<file path="src/rtl/riscv_dmem_arb.sv">
// riscv_dmem_arb
//   Arbitrates two LSU pipes onto one DCACHE port. A pipe that wins the
//   arbitration owns the port until its transaction completes. While it owns
//   the port, the owner's request is passed through combinationally and the
//   DCACHE acks are steered back to it. Ties are broken against the pipe that
//   was granted last. A watchdog abandons a read whose data never returns.
//
// Ports
//   clk, srst_n                  clock, async active-low reset
//   pN_read_req / pN_write_req   pipe N load request / store byte-enables
//   pN_addr / pN_write_data      pipe N address / store data
//   pN_busy                      pipe N stall
//   pN_read_ack / pN_write_ack   routed DCACHE acks
//   pN_rdata_val                 routed read-data valid
//   rdata_out                    DCACHE rdata broadcast to both pipes
//   dcache_busy, read_ack, write_ack, rdata_val, rdata   DCACHE status/data
//   read_req, write_req, addr, write_data                DCACHE request
//   timeout_err                  one-cycle pulse when a read is abandoned
module riscv_dmem_arb #(
   parameter int DATA_WIDTH = 32,
   parameter int TIMEOUT    = 255
) (
   input  logic                  clk,
   input  logic                  srst_n,
   input  logic                  p0_read_req,
   input  logic                  p1_read_req,
   input  logic [3:0]            p0_write_req,
   input  logic [3:0]            p1_write_req,
   input  logic [31:0]           p0_addr,
   input  logic [31:0]           p1_addr,
   input  logic [DATA_WIDTH-1:0] p0_write_data,
   input  logic [DATA_WIDTH-1:0] p1_write_data,
   output logic                  p0_busy,
   output logic                  p1_busy,
   output logic                  p0_read_ack,
   output logic                  p1_read_ack,
   output logic                  p0_write_ack,
   output logic                  p1_write_ack,
   output logic                  p0_rdata_val,
   output logic                  p1_rdata_val,
   output logic [DATA_WIDTH-1:0] rdata_out,
   input  logic                  dcache_busy,
   input  logic                  read_ack,
   input  logic                  write_ack,
   input  logic                  rdata_val,
   input  logic [DATA_WIDTH-1:0] rdata,
   output logic                  read_req,
   output logic [3:0]            write_req,
   output logic [31:0]           addr,
   output logic [DATA_WIDTH-1:0] write_data,
   output logic                  timeout_err
);

   localparam logic [1:0] S_IDLE = 2'd0;
   localparam logic [1:0] S_OWN  = 2'd1;
   localparam logic [1:0] S_WAIT = 2'd2;

   logic [1:0] r_state, w_next;
   logic       r_owner, w_owner_n;
   logic       r_last, w_last_n;
   logic [7:0] r_cnt, w_cnt_n, w_cnt_inc;

   logic                  w_p0_req, w_p1_req;
   logic                  w_in_own, w_in_wait, w_active;
   logic                  w_own_rd, w_own_req, w_done, w_expire;
   logic [3:0]            w_own_wr;
   logic [31:0]           w_own_addr;
   logic [DATA_WIDTH-1:0] w_own_wdata;
   logic                  w_rack, w_wack, w_rval;

   assign w_p0_req  = p0_read_req | (|p0_write_req);
   assign w_p1_req  = p1_read_req | (|p1_write_req);
   assign w_in_own  = (r_state == S_OWN);
   assign w_in_wait = (r_state == S_WAIT);
   assign w_active  = w_in_own | w_in_wait;

   assign w_own_rd    = r_owner ? p1_read_req   : p0_read_req;
   assign w_own_wr    = r_owner ? p1_write_req  : p0_write_req;
   assign w_own_addr  = r_owner ? p1_addr       : p0_addr;
   assign w_own_wdata = r_owner ? p1_write_data : p0_write_data;
   assign w_own_req   = w_own_rd | (|w_own_wr);

   // w_cnt_inc counts WAIT_DATA cycles including the current one, so the
   // read expires on the TIMEOUT-th cycle; returning data in that cycle wins.
   assign w_cnt_inc = r_cnt + 8'd1;
   assign w_expire  = w_in_wait & ~rdata_val & (w_cnt_inc == 8'(TIMEOUT));

   always_comb begin
      w_next    = r_state;
      w_owner_n = r_owner;
      w_last_n  = r_last;
      w_cnt_n   = r_cnt;
      case (r_state)
         S_IDLE: begin
            if (w_p0_req && w_p1_req) begin
               w_next    = S_OWN;
               w_owner_n = ~r_last;
            end else if (w_p0_req) begin
               w_next    = S_OWN;
               w_owner_n = 1'b0;
            end else if (w_p1_req) begin
               w_next    = S_OWN;
               w_owner_n = 1'b1;
            end
         end
         S_OWN: begin
            if (read_ack) begin
               if (rdata_val) begin
                  w_next   = S_IDLE;
                  w_last_n = r_owner;
               end else begin
                  w_next  = S_WAIT;
                  w_cnt_n = 8'd0;
               end
            end else if (write_ack) begin
               w_next   = S_IDLE;
               w_last_n = r_owner;
            end else if (!w_own_req) begin
               // abort: fairness history is left untouched
               w_next = S_IDLE;
            end
         end
         S_WAIT: begin
            w_cnt_n = w_cnt_inc;
            if (rdata_val || w_expire) begin
               w_next   = S_IDLE;
               w_last_n = r_owner;
            end
         end
         default: w_next = S_IDLE;
      endcase
   end

   always_ff @(posedge clk or negedge srst_n) begin
      if (!srst_n) begin
         r_state <= S_IDLE;
         r_owner <= 1'b0;
         r_last  <= 1'b1;
         r_cnt   <= 8'd0;
      end else begin
         r_state <= w_next;
         r_owner <= w_owner_n;
         r_last  <= w_last_n;
         r_cnt   <= w_cnt_n;
      end
   end

   // DCACHE side: only the owner's request, and only while in OWN.
   // A read masks any simultaneous write from the same pipe.
   assign read_req   = w_in_own & w_own_rd;
   assign write_req  = (w_in_own && !w_own_rd) ? w_own_wr : 4'd0;
   assign addr       = w_in_own ? w_own_addr  : 32'd0;
   assign write_data = w_in_own ? w_own_wdata : '0;

   // Acks only count in OWN; data valid counts with read_ack in OWN or in
   // WAIT_DATA. Anything else (IDLE, stray acks in WAIT_DATA) is dropped.
   assign w_rack = w_in_own & read_ack;
   assign w_wack = w_in_own & write_ack;
   assign w_rval = (w_in_own & read_ack & rdata_val) | (w_in_wait & rdata_val);

   assign p0_read_ack  = w_rack & ~r_owner;
   assign p1_read_ack  = w_rack &  r_owner;
   assign p0_write_ack = w_wack & ~r_owner;
   assign p1_write_ack = w_wack &  r_owner;
   assign p0_rdata_val = w_rval & ~r_owner;
   assign p1_rdata_val = w_rval &  r_owner;

   // Owner stalls until its completing event; a requesting non-owner stalls
   // for the whole transaction. Busy is gated so reset forces it low.
   assign w_done  = w_in_own ? (read_ack | write_ack) : rdata_val;
   assign p0_busy = srst_n & (dcache_busy | (w_active & (r_owner ? w_p0_req : ~w_done)));
   assign p1_busy = srst_n & (dcache_busy | (w_active & (r_owner ? ~w_done : w_p1_req)));

   assign timeout_err = w_expire;
   assign rdata_out   = rdata;

endmodule

</file>
<file path="config.mk">
export PLATFORM = sky130hd
export DESIGN_NAME = riscv_dmem_arb
export DESIGN_NICKNAME = d
export VERILOG_FILES = /design/src/rtl/riscv_dmem_arb.sv
export SDC_FILE = /design/constraint.sdc
export NUM_CORES = 1
export LEC_CHECK = 0
export ABC_CLOCK_PERIOD_IN_PS = 4700
export BUFFER_PORTS_ARGS = -buffer_cell sky130_fd_sc_hd__clkbuf_2
export CAP_MARGIN = 20
export CORE_AREA = 3 3 111 113
export CTS_BUF_LIST = sky130_fd_sc_hd__clkbuf_8 sky130_fd_sc_hd__clkbuf_16
export DETAILED_ROUTE_END_ITERATION = 6
export DIE_AREA = 0 0 114 116
export GPL_ROUTABILITY_DRIVEN = 0
export PLACE_DENSITY = 0.57
export SYNTH_ARGS = -nofsm -noshare
export SYNTH_HDL_FRONTEND = slang
export SYNTH_SLANG_ARGS = --single-unit
</file>
<file path="constraint.sdc">
create_clock -name clk -period 4.7 [get_ports clk]
set_clock_uncertainty 0.1 [all_clocks]
set_input_delay 0.705 -clock clk [delete_from_list [all_inputs] [get_ports clk]]
set_output_delay 0.705 -clock clk [all_outputs]
set_load 0.02 [all_outputs]
</file>
==> flow_summary_export.csv <==
group,metric,value,unit
clock_tree,cts-buffers-inserted,3,
routing,vias,2768,
grt,gr-usage-met1,0.167,
setup_path,cp_max_fo,54,
setup_path,endpoint_kind,"primary output",
grt,grt_max_degree,71,
power_and_ir_drop,power_density,539,nW/µm²
synth,ys_seq_area_frac,0.137,
power_and_ir_drop,irDropWorstVdd,252,µV
setup_path,crit_start,"r_owner",
setup_path,r2r-start,"r_state[1]",
grt,grt_pass1_wl,14800,µm
place,dp_hpwl,9400,µm
place,place_ws,1.76,ns
synth,ys_ff_latch,12,
place,portBuffers,221,
routing,drc_errors,0,
synth,yosysMostFrequentCell,"nor2_1",
die,coreArea,11400,µm²
timing,finalSetupTns,0,ns
die,io_pins,286,
timing,worst_slack,1.68,ns
synth,synth_nets,490,
synth,avgSynthCellArea,7.13,µm²
die,die_x,114,µm
routing,wl_per_cell,16.8,µm
setup_path,cp.arrival,2.22,ns
timing,maxSlewViolCount,0,
final_layout,fillers,1317,
routing,antenna_left,0,
synth,synthFlopType,"dfrtp_1",
clock_tree,cts_root_buf,"clkbuf_16",
grt,busiest_layer,"met2",
synth,synth_top_cell_by_area,"mux2i_1",
clock_tree,cts-hold-fix-buffers,0,
final_layout,layout.nets,668,
clock_tree,worstSkewPairLatency,0.24,ns
clock_tree,cts_setup_buffers,0,
power_and_ir_drop,p_leak,0.00187,µW
clock_tree,cts_max_path_buffers,2,
hold_path,holdCritPathClass,"in -> async",
synth,ys_types,39,
synth,ys_async_sr_fraction,1.00,
die,rows,39,
synth,synth_edf_count,0,
clock_tree,clkTransAtPathRegs,0.05,ns
grt,grt_usage,0.148,
grt,globalRouteMet2Util,0.255,
die,die-area,13200,µm²
clock_tree,cts_resized,0,
timing,rsz0062_at_grt,"no",
final_layout,syn_to_final_growth,49.4,%
timing,tightest_slew,0.787,ns
timing,period_minus_slack,3.02,ns
routing,via_per_inst,4.39,
grt,antenna_found_initial,6,
run_status,outcome,"complete, no violations",
grt,grt_pass1_vias,2551,
clock_tree,cts_tree,"done",
die,die_h,116,µm
clock_tree,cts.sinks,12,
synth,synth.area.top_cells,"mux2i_1 31%, nor2_1 15%, dfrtp_1 13%, buf_4 11%, ha_1 2.8%",
flow_run,drv_cap,0,
synth,synthCells,309,
timing,slew_headroom,0.475,
synth,synthTopCellsByCount,"89 x nor2_1, 69 x mux2i_1, 32 x buf_4",
grt,grt-ovfl-total,0,
setup_path,worst_setup_path_start_kind,"flip-flop",
synth,netlist_area,2200,µm²
synth,yosysWarnings,0,
routing,drt_iter0_markers,85,
timing,setup_viol,0,
final_layout,drive_above_1_share,0.492,
setup_path,path_class,"reg -> out",
timing,max_freq,331,MHz
timing,fin_crit_sh,0.644,
grt,use_met3,0.0799,
routing,drtPass1Iterations,4,
synth,synth_top_area_share,0.314,
timing,hold_violations,0,
clock_tree,htreeDepth,1,
routing,drt_wl_total,10600,µm
setup_path,cp.required,3.89,ns
die,initial_utilization,0.193,
## through the flow
stage / utilization / hold slack (ns) / power, µW / instances / area (µm²)
finish: 0.288 / 0.254 / 1770 / 630 / 3290
global route: 0.288 / 0.286 / 1910 / 629 / 3290
CTS: 0.286 / 0.273 / 1780 / 628 / 3270
detailed placement: 0.278 / 0.390 / 1600 / 624 / 3180
global placement: 0.278 / 0.380 / 1580 / 624 / 3180
floorplan: - / 0.309 / 1200 / 309 / 2200
## final cells by class
| class | instances | area, µm² | area share |
|---|---|---|---|
| Inverter | 11 | 41.3 | 0.0126 |
| Clock buffer | 4 | 88.8 | 0.0270 |
| Tap cell | 143 | 179 | 0.0544 |
| Timing Repair Buffer | 223 | 1130 | 0.345 |
| Multi-Input combinational cell | 236 | 1540 | 0.468 |
| Sequential cell | 12 | 305 | 0.0928 |
| Antenna cell | 1 | 2.50 | 0.000761 |
## worst paths after layout
kind	cells past startpoint	endpoint	slack, ns
worst max-delay path	5	write_req[3]	1.68
worst min-delay path	1	r_cnt[3]	0.25
worst max register to register	8	r_cnt[5]	2.43
worst min register to register	2	r_last	0.39
max in group asynchronous	1	r_last	3.95
min in group clk	2	r_last	0.39
## worst max-delay path: stages, from the launching register on
cell and delay, ns:
dfrtp_4 0.94, inv_1 0.28, nor2_1 0.28, a22oi_1 0.17, nor2_1 0.12, clkbuf_2 0.18
## layout by cell type (no fill, tap or decap), types with 2 or more instances in the layout
master	instances
o21ai_0	12
nand2_1	15
dfrtp_1	10
mux2i_1	69
inv_1	10
nand3_1	3
nand2b_1	3
or2_2	2
clkbuf_16	3
clkbuf_2	221
nor2_1	89
nor3_1	5
a21oi_1	7
a22oi_1	3
ha_1	5
a21bo_2	2
nor2b_1	3
## power by group
group	switching [µW]	total (µW)	internal, µW
combinational	841	1360	515
clock	48.3	177	129
sequential	110	238	128
## routing by layer
metal	routed length [µm]	share of wire
met5	85	0.0080
met4	54	0.0051
met1	3980	0.38
met3	1120	0.11
met2	5360	0.51
## cell families (layout without fill, tap and decap cells)
logic type      after synthesis  after routing  synth area share
buf+inv                      61            238             0.164
compound gates               32             32            0.0938
other cells                   0              1                 0
mux                          69             69             0.314
fa+ha+maj                     5              5            0.0284
xor+xnor                      1              1           0.00398
simple gates                129            129             0.259
flops                        12             12             0.137
## registers in the layout (all words and copies together) (netlist names)
name,flops
r_owner,1
r_last,1
r_cnt,8
r_state,2
(Power assumes the default switching activity.)
